## src/rtl/midi_pkg.sv

```systemverilog
// -----------------------------------------------------------------------------
// midi_pkg
// Shared definitions for the MIDI note tracker: MIDI status nibbles, the
// internal "no note" target code and the message FSM state encoding.
// Related build option: MIDI_RUNNING_STATUS_EN (used by midi_note_tracker).
// -----------------------------------------------------------------------------
package midi_pkg;

  localparam logic [7:0] NOTE_OFF = 8'h80;
  localparam logic [7:0] NOTE_ON  = 8'h90;

  // Target code meaning "no note should sound". Real notes are 0..127,
  // so bit 7 set can never collide with a note number.
  localparam logic [7:0] SILENT   = 8'hFF;

  typedef enum logic [2:0] {
    ST_IDLE,
    ST_DECIDE,
    ST_OFF_S,
    ST_OFF_N,
    ST_OFF_V,
    ST_ON_S,
    ST_ON_N,
    ST_ON_V
  } state_t;

endpackage

```

## src/rtl/midi_note_map.sv

```systemverilog
// -----------------------------------------------------------------------------
// midi_note_map
// Combinational distance -> note mapping.
//   in  i_dist   [DIST_W]  distance in cm
//   out o_target [8]       note number 0..127, or SILENT when out of range
// note = BASE_NOTE + ((d - MIN_CM) >> CM_SHIFT), saturated at 127,
// for MIN_CM <= d <= MAX_CM. Arithmetic is one bit wider than the input so
// the base-note addition cannot wrap.
// -----------------------------------------------------------------------------
module midi_note_map
  import midi_pkg::*;
#(
  parameter int DIST_W    = 16,
  parameter int MIN_CM    = 2,
  parameter int MAX_CM    = 60,
  parameter int CM_SHIFT  = 1,
  parameter int BASE_NOTE = 48
) (
  input  logic [DIST_W-1:0] i_dist,
  output logic [7:0]        o_target
);

  localparam int AW = DIST_W + 1;

  logic [AW-1:0] w_d;
  logic [AW-1:0] w_off;
  logic [AW-1:0] w_note;

  assign w_d = {1'b0, i_dist};

  always_comb begin
    o_target = SILENT;
    w_off    = w_d - AW'(MIN_CM);
    w_note   = AW'(BASE_NOTE) + (w_off >> CM_SHIFT);
    if ((w_d >= AW'(MIN_CM)) && (w_d <= AW'(MAX_CM))) begin
      o_target = (w_note > AW'(127)) ? 8'd127 : {1'b0, w_note[6:0]};
    end
  end

endmodule

```

## src/rtl/midi_note_tracker.sv

```systemverilog
// -----------------------------------------------------------------------------
// midi_note_tracker
// Turns a stream of distance samples into MIDI Note Off / Note On messages
// for a byte-wide UART transmitter. Nothing is sent when the note does not
// change; the note is silenced when the hand leaves range or (optionally)
// when samples stop arriving for TIMEOUT_CYC cycles.
//
// Ports
//   clk             in   system clock
//   rst             in   asynchronous, active-low reset
//   distance_cm     in   distance sample, valid with distance_ready
//   distance_ready  in   1-cycle strobe: new sample present
//   midi_byte       out  byte offered to the UART
//   midi_send       out  valid for midi_byte (held until uart_ready)
//   uart_ready      in   UART accepts midi_byte this cycle
//   note_active     out  a note is currently sounding
//   current_note    out  sounding note number (0 when inactive)
//
// Build option MIDI_RUNNING_STATUS_EN: Note Off is sent as Note On with
// velocity 0 and a status byte equal to the last accepted one is dropped.
// -----------------------------------------------------------------------------
module midi_note_tracker
  import midi_pkg::*;
#(
  parameter int DIST_W      = 16,
  parameter int MIN_CM      = 2,
  parameter int MAX_CM      = 60,
  parameter int CM_SHIFT    = 1,
  parameter int BASE_NOTE   = 48,
  parameter int CHANNEL     = 0,
  parameter int VELOCITY    = 100,
  parameter int TIMEOUT_CYC = 0
) (
  input  logic              clk,
  input  logic              rst,
  input  logic [DIST_W-1:0] distance_cm,
  input  logic              distance_ready,
  output logic [7:0]        midi_byte,
  output logic              midi_send,
  input  logic              uart_ready,
  output logic              note_active,
  output logic [6:0]        current_note
);

`ifdef MIDI_RUNNING_STATUS_EN
  localparam bit         RS_EN  = 1'b1;
  localparam logic [7:0] OFF_ST = NOTE_ON  | 8'(CHANNEL & 15);
`else
  localparam bit         RS_EN  = 1'b0;
  localparam logic [7:0] OFF_ST = NOTE_OFF | 8'(CHANNEL & 15);
`endif
  localparam logic [7:0] ON_ST  = NOTE_ON  | 8'(CHANNEL & 15);
  localparam logic [7:0] VEL    = 8'(VELOCITY & 127);

  state_t      r_state;
  state_t      w_nxt;
  logic [7:0]  r_byte;
  logic        r_send;
  logic        r_active;
  logic [6:0]  r_note;
  logic [7:0]  r_target;
  logic        r_pend_vld;
  logic [7:0]  r_pend;
  logic [7:0]  w_map;
  logic [7:0]  w_cur_code;
  logic [7:0]  w_last;
  logic        w_acc;
  logic        w_to_fire;

  assign midi_byte    = r_byte;
  assign midi_send    = r_send;
  assign note_active  = r_active;
  assign current_note = r_note;

  midi_note_map #(
    .DIST_W    (DIST_W),
    .MIN_CM    (MIN_CM),
    .MAX_CM    (MAX_CM),
    .CM_SHIFT  (CM_SHIFT),
    .BASE_NOTE (BASE_NOTE)
  ) u_map (
    .i_dist   (distance_cm),
    .o_target (w_map)
  );

  // A status state is skipped when running status makes it redundant.
  function automatic state_t enter_st(state_t s, logic [7:0] last);
    if (RS_EN && (s == ST_OFF_S) && (last == OFF_ST)) return ST_OFF_N;
    if (RS_EN && (s == ST_ON_S)  && (last == ON_ST))  return ST_ON_N;
    return s;
  endfunction

  function automatic logic [7:0] byte_for(state_t s, logic [6:0] cur, logic [6:0] tgt);
    case (s)
      ST_OFF_S: return OFF_ST;
      ST_OFF_N: return {1'b0, cur};
      ST_OFF_V: return 8'h00;
      ST_ON_S:  return ON_ST;
      ST_ON_N:  return {1'b0, tgt};
      ST_ON_V:  return VEL;
      default:  return 8'h00;
    endcase
  endfunction

  function automatic logic is_tx(state_t s);
    return (s != ST_IDLE) && (s != ST_DECIDE);
  endfunction

`ifdef MIDI_RUNNING_STATUS_EN
  logic [7:0] r_last;
  assign w_last = r_last;

  always_ff @(posedge clk or negedge rst) begin
    if (!rst) begin
      r_last <= 8'h00;
    end else if (w_acc && ((r_state == ST_OFF_S) || (r_state == ST_ON_S))) begin
      r_last <= r_byte;
    end
  end
`else
  assign w_last = 8'h00;
`endif

  // Inactivity timeout: injects a SILENT request only from IDLE with nothing
  // pending, so it never interrupts a message or competes with a sample.
  generate
    if (TIMEOUT_CYC > 0) begin : g_timeout
      localparam int TO_W = $clog2(TIMEOUT_CYC + 1);
      localparam logic [TO_W-1:0] TO_MAX = TO_W'(TIMEOUT_CYC);
      logic [TO_W-1:0] r_to_cnt;

      assign w_to_fire = (r_to_cnt == TO_MAX) && r_active && !r_pend_vld &&
                         (r_state == ST_IDLE);

      always_ff @(posedge clk or negedge rst) begin
        if (!rst) begin
          r_to_cnt <= '0;
        end else if (distance_ready || w_to_fire) begin
          r_to_cnt <= '0;
        end else if (r_to_cnt != TO_MAX) begin
          r_to_cnt <= r_to_cnt + 1'b1;
        end
      end
    end else begin : g_no_timeout
      assign w_to_fire = 1'b0;
    end
  endgenerate

  // Pending request: a fresh sample always overwrites, then a timeout
  // injection, otherwise it is consumed when IDLE picks it up.
  always_ff @(posedge clk or negedge rst) begin
    if (!rst) begin
      r_pend_vld <= 1'b0;
      r_pend     <= SILENT;
    end else if (distance_ready) begin
      r_pend_vld <= 1'b1;
      r_pend     <= w_map;
    end else if (w_to_fire) begin
      r_pend_vld <= 1'b1;
      r_pend     <= SILENT;
    end else if ((r_state == ST_IDLE) && r_pend_vld) begin
      r_pend_vld <= 1'b0;
    end
  end

  assign w_cur_code = r_active ? {1'b0, r_note} : SILENT;
  assign w_acc      = r_send && uart_ready;

  always_comb begin
    w_nxt = r_state;
    case (r_state)
      ST_IDLE:   if (r_pend_vld) w_nxt = ST_DECIDE;
      ST_DECIDE: begin
        if (r_target == w_cur_code) w_nxt = ST_IDLE;
        else if (r_active)          w_nxt = enter_st(ST_OFF_S, w_last);
        else                        w_nxt = enter_st(ST_ON_S, w_last);
      end
      ST_OFF_S:  if (w_acc) w_nxt = ST_OFF_N;
      ST_OFF_N:  if (w_acc) w_nxt = ST_OFF_V;
      ST_OFF_V:  if (w_acc) w_nxt = (r_target == SILENT) ? ST_IDLE : enter_st(ST_ON_S, w_last);
      ST_ON_S:   if (w_acc) w_nxt = ST_ON_N;
      ST_ON_N:   if (w_acc) w_nxt = ST_ON_V;
      ST_ON_V:   if (w_acc) w_nxt = ST_IDLE;
      default:   w_nxt = ST_IDLE;
    endcase
  end

  // Byte and valid are registered together with the state, so the next
  // byte appears in the cycle after the previous one was accepted.
  always_ff @(posedge clk or negedge rst) begin
    if (!rst) begin
      r_state  <= ST_IDLE;
      r_send   <= 1'b0;
      r_byte   <= 8'h00;
      r_active <= 1'b0;
      r_note   <= 7'd0;
      r_target <= SILENT;
    end else begin
      r_state <= w_nxt;
      if ((r_state == ST_IDLE) && r_pend_vld) r_target <= r_pend;
      if (is_tx(w_nxt)) begin
        r_send <= 1'b1;
        r_byte <= byte_for(w_nxt, r_note, r_target[6:0]);
      end else begin
        r_send <= 1'b0;
      end
      if (w_acc && (r_state == ST_OFF_V)) begin
        r_active <= 1'b0;
        r_note   <= 7'd0;
      end
      if (w_acc && (r_state == ST_ON_V)) begin
        r_active <= 1'b1;
        r_note   <= r_target[6:0];
      end
    end
  end

endmodule

```

## config.mk

```make
export PLATFORM = sky130hd
export DESIGN_NAME = midi_note_tracker
export DESIGN_NICKNAME = d
export VERILOG_FILES = /design/src/rtl/midi_pkg.sv /design/src/rtl/midi_note_map.sv /design/src/rtl/midi_note_tracker.sv
export SDC_FILE = /design/constraint.sdc
export NUM_CORES = 1
export LEC_CHECK = 0
export BUFFER_PORTS_ARGS = -buffer_cell sky130_fd_sc_hd__clkbuf_2
export CAP_MARGIN = 15
export CORE_ASPECT_RATIO = 1.5
export CORE_MARGIN = 4
export CORE_UTILIZATION = 56
export DETAILED_ROUTE_END_ITERATION = 8
export HOLD_SLACK_MARGIN = 0.15
export PLACE_DENSITY = 0.83
export SLEW_MARGIN = 20
export SYNTH_ARGS = -nofsm -noshare
export SYNTH_HDL_FRONTEND = slang
export SYNTH_SLANG_ARGS = --single-unit
```

## constraint.sdc

```tcl
create_clock -name clk -period 3.19 [get_ports clk]
set_clock_uncertainty 0.1 [all_clocks]
set_input_delay 0.4785 -clock clk [delete_from_list [all_inputs] [get_ports clk]]
set_output_delay 0.4785 -clock clk [all_outputs]
set_load 0.05 [all_outputs]
```

# Word level (Yosys, flattened, before mapping)
# Index checks and enable logic that the tools add are counted.
# totals
out_inout_bits	17
ram_bits	0
latch_bits	0
wordCells	60
romBits	0
in_bits	20
reg_bits	37
mem_count	0
# classes
mul	0
eq_ne	15
n_bitwise	0
reduce_logical	10
magnitude_cmp	3
n_mux	22
shifts	0
add_sub_neg	2
div_mod_pow	0
# op_table
cell	count
$pmux W8 S5	1
$mux W3	10
$pmux W3 S8	1
$eq A3 B3 Y1 const B	7
$mux W7	3
$add A6 B16 Y17 const A	1
$gt A17 B7 Y1 const B	1
$sub A16 B2 Y17 const B	1
$ge A16 B2 Y1 const B	1
$le A16 B6 Y1 const B	1
$mux W8	2
$eq A3 B2 Y1 const B	4
$eq A8 B8 Y1	1
$eq A8 B8 Y1 const B	1
$logic_and A1 B1 Y1	6
$mux W1	5
$reduce_bool A2 Y1	2
$eq A3 B1 Y1 const B	1
$logic_not A3 Y1	1
$ne A3 B1 Y1 const B	1
$reduce_bool A3 Y1	1

# Depth between registers and ports, before layout
# Gate-level depths: netlist of the first run.
# logic_depth
depth_word	7
ltp_mapped	15
depth_no_buf	14

# Cells and area by module
# From an unflattened synthesis of the first run, not the netlist that was laid out.
# unflattened
hier_cells	277
area_unflattened_um2	2504.9
# by_module_without_submodules
mod	seq_area_each_um2	n_inst	cells_each	area_each_um2
midi_note_tracker	945.9	1	200	1954.4
midi_note_map	0.0	1	77	550.5

# Worst setup path after synthesis of the first run
# OpenSTA, ideal clock, no wires.
# synth_path
path_kind	in2reg
from	input distance_cm[5]
to	register r_pend[6]
t_required_ns	2.995
path_slack_ns	-0.028
n_path_buf	1
arrival_ns	3.023
setup_time_ns	0.095
path_stages	11
path_cell_list	or3_1 -> or3_1 -> xor2_1 -> ha_1 -> buf_4 -> o41ai_1 -> o22ai_2 -> xnor2_1 -> or3_4 -> nor2_2 -> a31oi_1
# synth_via
elab_chain_cells	5
elab_cells_between_ends	8
cone_classes	add/sub: 2; order compare: 3; mux: 2; reduce/logical: 1
# synth_lines
item	line	text
from (decl)	midi_note_tracker.sv:36	input logic [DIST_W-1:0] distance_cm,
$sub A16 B2 Y17	midi_note_map.sv:33	w_off = w_d - AW'(MIN_CM);
$add A6 B16 Y17	midi_note_map.sv:34	w_note = AW'(BASE_NOTE) + (w_off >> CM_SHIFT);
$gt A17 B7 Y1	midi_note_map.sv:36	o_target = (w_note > AW'(127)) ? 8'd127 : {1'b0, w_note[6:0]};
$mux W7	midi_note_map.sv:36	
$mux W8 (*)	midi_note_map.sv:35	if ((w_d >= AW'(MIN_CM)) && (w_d <= AW'(MAX_CM))) begin
to (signal assigned)	midi_note_tracker.sv:157	r_pend <= w_map;
to (decl)	midi_note_tracker.sv:63	logic [7:0] r_pend;
# Mark *: on every way between the ends. The rest lies on a longest branch, timed or not.
# A chain may end at the register's enable or synchronous reset.

# Worst setup path in the final report of the first run
# Ends and elaborated chain as after synthesis.

==> results of run 1 <==
==> kinds of logic after synthesis <==
family | Yosys count | share of synthesized area (%)
AO/OA/AOI/OAI | 67 | 20.9
XOR/XNOR | 15 | 5.77
adder cells (fa/ha/maj) | 3 | 1.65
buffers and inverters | 17 | 3.08
flip-flops | 37 | 41.5
multiplexers | 12 | 5.77
AND/OR/NAND/NOR | 84 | 21.3
==> per-stage QoR <==
stage	total power, mW	cells	setup slack, ns	instance area [um^2]
detailed placement	1.82	317	0.0305	2560
global route	2.35	325	0.144	2680
finish	2.22	325	0.337	2680
floorplan	1.57	235	0.0274	2280
CTS	2.23	325	0.333	2680
global placement	1.80	317	0.106	2560
==> power by group <==
part	internal (mW)	total, mW	switching (mW)
combinational	0.358	1.04	0.678
clock	0.255	0.409	0.155
sequential	0.605	0.778	0.172
total	1.22	2.22	1.00
==> final cells by class <==
class / count / area [um^2]
flip-flops and latches: 37 / 946
multi-input cells: 181 / 1270
clock inverters: 1 / 30.0
inverters: 6 / 22.5
repair buffers: 48 / 270
fillers: 324 / 1240
well taps: 45 / 56.3
clock buffers: 7 / 86.3
==> worst paths after layout <==
path / from / to / slack, ns / cells past startpoint
worst max-delay path: distance_cm[5] / r_pend[6] / 0.34 / 11
worst max register to register: r_target[3] / midi_byte[6] / 0.67 / 7
worst min register to register: midi_byte[1] / midi_byte[1] / 0.38 / 1
min in group clk: midi_byte[1] / midi_byte[1] / 0.38 / 1
worst min-delay path: rst / r_state[2] / 0.18 / 1
max in group asynchronous: rst / current_note[1] / 2.28 / 1
==> layout by cell type (no fill, tap or decap), types with 2 or more instances in the layout <==
master,Yosys,final
a211oi_1,3,3
a21o_1,4,4
a21oi_1,14,14
a221o_1,3,3
a22o_1,10,10
a22oi_1,2,2
a31oi_1,6,6
and3_1,3,3
buf_4,1,12
clkbuf_2,0,36
clkbuf_8,0,6
dfrtp_1,21,21
dfstp_2,16,16
ha_1,3,3
inv_1,6,6
mux2_2,9,9
mux2i_1,3,3
nand2_1,12,12
nand2b_1,5,5
nand3_1,4,4
nand4_1,2,2
nand4bb_1,2,2
nor2_1,26,26
nor3_1,6,6
nor3_2,2,2
o21a_1,3,3
o21ai_0,9,9
o31ai_1,3,3
or3_1,3,3
or3_4,4,4
or4_1,3,3
xnor2_1,7,7
xor2_1,8,8
==> layer usage <==
layer / global-route usage [%] / routed length, um / vias up
li1: - / - / 966
met1: 20.5 / 1780 / 953
met2: 40.9 / 2800 / 53
met3: 3.46 / 204 / 14
met4: 10.9 / 182 / 0
met5: 0 / 0 / -
==> flip-flops by register name, summed over array words and instances, names as in the netlist <==
name,flops
current_note,7
midi_byte,8
midi_send,1
note_active,1
r_pend,8
r_pend_vld,1
r_state,3
r_target,8
==> critical path, stage by stage <==
cell,delay (ns)
clkbuf_2,0.09
or3_1,0.39
or3_1,0.35
xor2_1,0.16
ha_1,0.22
o41ai_2,0.31
o22ai_2,0.12
xnor2_1,0.13
or3_4,0.39
nor2_2,0.20
a31oi_1,0.12
==> run_results.csv, run 1 <==
group,metric,value,unit
outcome,status,"complete, no violations",
synth,ys.flop_type,"dfrtp_1",
synth,synthMostInstantiatedCell,"nor2_1",
synth,synth_top_cell_area_share,23.1,%
placed_design,hpwl,3950,um
power_and_ir_drop,leakage,1.17,nW
floorplanning,num_rows,28,
synth,synth-seq-cells,37,
layout,syn_to_final_growth,17.7,%
synth,yosysSeqAreaShare,41.5,%
synth,synth.area.top_cells,"dfrtp_1 (23%), dfstp_2 (18%), mux2_2 (4.5%), nor2_1 (4.3%), a22o_1 (3.8%)",
placed_design,gp_congestion,0.843,
grt,grt_antenna_before_repair,0,
layout,fin_util,68.3,%
cts,cts.clk_slew.worst_paths,0.07,ns
floorplanning,start_util,58.0,%
cts,cts_resized,0,
timing,relSlewSlack,43.4,%
synth,syn_avg_cell_area,9.69,um^2
timing,period_share,89.4,%
grt,grt_max_degree,38,
layout,nNetsFinal,302,
timing,final_max_slew_viol_count,0,
cts,clock_sinks,37,
cts,h-tree-depth,2,
layout,drive_gt1_share,33.2,%
cts,cts_tree,"done",
cts,cts_inserted_buffers,5,
critical_path,required,3.29,ns
synth,netlist_top_cells_count,"nor2_1 (26), dfrtp_1 (21), dfstp_2 (16), a21oi_1 (14), nand2_1 (12)",
synth,synth_cell_type_count,54,
timing,whs,0.182,ns
timing,setup_viol,0,
routing,drc_errors,0,
critical_path,critPathLaunchType,"input pin",
power_and_ir_drop,vdd_drop_max,668,uV
synth,async_flop_share,100,%
cts,post-cts-setup-buffers,0,
placed_design,port_buffers,36,
floorplanning,die_h,86.1,um
floorplanning,io_pins,37,
floorplanning,dieWidth,60.1,um
synth,synth_area_leader_cell,"dfrtp_1",
routing,wl_per_cell,15.3,um
synth,syn_inst,235,
cts,clock_path_buffers,2,
floorplanning,coreArea,3920,um^2
layout,diodes,0,
routing,vias,1986,
critical_path,arrival,2.96,ns
routing,drt-initial-drc-count,67,
critical_path,criticalPathCategory,"input pin to register",
synth,ys_warn_count,0,
synth,synth_edf_count,0,
critical_path,worstSetupEndpointType,"register",
timing,period_minus_slack,2.85,ns
timing,tns,0,ns
synth,syn-num-nets,258,
grt,grt_first_pass_wirelength,8620,um
power_and_ir_drop,power_density,829,nW/um^2
routing,routed_wl,4970,um
routing,vias_per_cell,6.11,
grt,grt_pass1_vias,1943,
timing,rsz0062_at_grt,"false",
timing,max_slew.worst_pin.slew,0.849,ns
cts,cts_root_buf,"clkbuf_8",
critical_path,crit_fanout,6,
timing,finalHoldViolations,0,
routing,ant_nets,0,
run,cap_violations,0,
grt,globalRouteOverflowTotal,0,
worst_hold_path,hp-class,"input pin to asynchronous set/reset pin",
cts,clkLatencyLatePin,0.29,ns
timing,fmax,350,MHz
cts,cts_hold_buf,0,
grt,track_usage,21.4,%
routing,drtPass1Iterations,5,
floorplanning,die-area,5170,um^2
synth,netlist_area,2280,um^2
Power figures use the tool's default switching activity.
==> run 2, diff against run 1 <==
- PLACE_DENSITY: 0.83 -> 0.9
==> run 2 against run 1 <==
Effect of this change: worst hold slack gained 0.016 ns; power grew 1.0%; design area is 0.28% lower; flip-flop and latch count stayed put; die area unchanged; sequential share of layout area grew 0.099 points; wire length rose by 7.6%; via count is 2.9% higher; clock power increased by 1%; clock-buffer cell count unchanged; critical path depth is the same; critical path type unchanged; largest cell class unchanged.
==> run_results.csv, run 2 (synthesis gave the netlist of run 1 again) <==
group,metric,value,unit
placed_design,place_ws,-0.0109,ns
timing,setup_viol,0,
routing,ant_nets,0,
cts,cts_hold_buf,0,
timing,finalHoldViolations,0,
layout,stdcell_count,324,
power_and_ir_drop,combPwrFrac,47.0,%
critical_path,timing.rr.end,"midi_byte[2]",
routing,drt-initial-drc-count,100,
worst_hold_path,hp-class,"input pin to asynchronous set/reset pin",
timing,rsz0062_at_grt,"false",
placed_design,port_buffers,36,
critical_path,crit_end,"r_pend[6]",
critical_path,worstSetupEndpointType,"register",
grt,grt_first_pass_wirelength,8960,um
placed_design,gp_congestion,0.907,
critical_path,critPathLaunchType,"input pin",
critical_path,crit_fanout,6,
routing,routed_wl,5350,um
run,cap_violations,0,
layout,drive_gt1_share,33.0,%
cts,cts_inserted_buffers,5,
power_and_ir_drop,p_clk_share,18.4,%
layout,final_cell_mix,"clkbuf_2 (36), nor2_1 (26), dfrtp_1 (21)",
cts,clock_path_buffers,2,
placed_design,post_dp_cell_area,2560,um^2
power_and_ir_drop,vdd_drop_max,632,uV
layout,final_area,2670,um^2
timing,fmax,343,MHz
cts,clock_sinks,37,
routing,drtPass1Iterations,4,
grt,grt_antenna_before_repair,0,
cts,cts.clk_slew.worst_paths,0.07,ns
cts,post-cts-setup-buffers,0,
cts,cts_tree,"done",
power_and_ir_drop,swShare,45.8,%
floorplanning,dieWidth,60.1,um
routing,vias_per_cell,6.31,
outcome,status,"complete, no violations",
grt,grt_max_degree,38,
layout,layout_commonest_cell,"clkbuf_2",
timing,period_share,91.4,%
layout,syn_to_final_growth,17.4,%
critical_path,required,3.29,ns
routing,wl_per_cell,16.5,um
layout,nNetsFinal,301,
timing,layout_setup_ws,0.274,ns
cts,clkLatencyLatePin,0.29,ns
timing,period_minus_slack,2.92,ns
placed_design,post-place-cells,316,
grt,track_usage,22.6,%
routing,vias,2044,
placed_design,hpwl,4160,um
routing,drc_errors,0,
cts,cts_resized,0,
critical_path,arrival,3.02,ns
timing,whs,0.197,ns
critical_path,timing.rr.start,"r_target[6]",
critical_path,r2r_slack,0.52,ns
power_and_ir_drop,leakage,1.16,nW
layout,fin_util,68.1,%
cts,h-tree-depth,2,
floorplanning,die-area,5170,um^2
critical_path,cp-startpoint,"distance_cm[5]",
timing,final_max_slew_viol_count,0,
floorplanning,start_util,58.0,%
floorplanning,coreArea,3920,um^2
power_and_ir_drop,p_seq_share,34.6,%
layout,diodes,0,
floorplanning,die_h,86.1,um
floorplanning,num_rows,28,
power_and_ir_drop,power_density,840,nW/um^2
critical_path,criticalPathCategory,"input pin to register",
critical_path,reg2reg_depth,7,
power_and_ir_drop,p_int,1.22,mW
cts,cts_root_buf,"clkbuf_8",
grt,globalRouteOverflowTotal,0,
power_and_ir_drop,p_switching,1.03,mW
grt,grt_pass1_vias,2084,
timing,max_slew.worst_pin.slew,0.870,ns
timing,relSlewSlack,42.0,%
floorplanning,io_pins,37,
-- run 2: final cells by class --
type	instances	area (um^2)
Multi-Input combinational cell	181	1270
Fill cell	336	1250
Sequential cell	37	946
Timing Repair Buffer	47	263
Clock buffer	7	86.3
Tap cell	45	56.3
Clock inverter	1	30.0
Inverter	6	22.5
-- run 2: power groups by stage --
stage               combinational [mW]  clock, mW  sequential (mW)
floorplan                        0.535          0             1.03
global placement                  1.02          0            0.774
detailed placement                1.05          0            0.783
CTS                               1.06      0.422            0.774
global route                      1.15      0.443            0.799
finish                            1.06      0.413            0.777
-- run 2: worst min path at each step --
stage	endpoint	slack, ns	depth (start not counted)
6_report	r_state[2]	0.20	1
3_5_place_dp	midi_byte[3]	0.36	1
5_1_grt	midi_byte[7]	0.25	1
2_1_floorplan	current_note[0]	0.08	0
3_3_place_gp	midi_byte[0]	0.36	1
4_1_cts	r_state[1]	0.22	1
-- run 2: through the flow --
step / setup TNS, ns / power, mW
2_1_floorplan: 0 / 1.57
3_3_place_gp: 0 / 1.80
3_5_place_dp: -0.0109 / 1.83
4_1_cts: 0 / 2.25
5_1_grt: 0 / 2.39
6_report: 0 / 2.25
-- run 2: critical path: stages --
cell      delay [ns]
clkbuf_2        0.08
or3_1           0.37
or3_1           0.35
xor2_1          0.16
ha_1            0.24
o41ai_2         0.32
o22ai_2         0.13
xnor2_1         0.14
or3_4           0.39
nor2_2          0.21
a31oi_1         0.14
-- run 2: per-layer routing --
layer / track usage (%) / routed length [um] / share of wire [%]
met1: 22.4 / 1910 / 36
met2: 40.6 / 2920 / 55
met3: 3.31 / 251 / 4.7
met4: 16.1 / 269 / 5.0
met5: 0 / 0 / 0
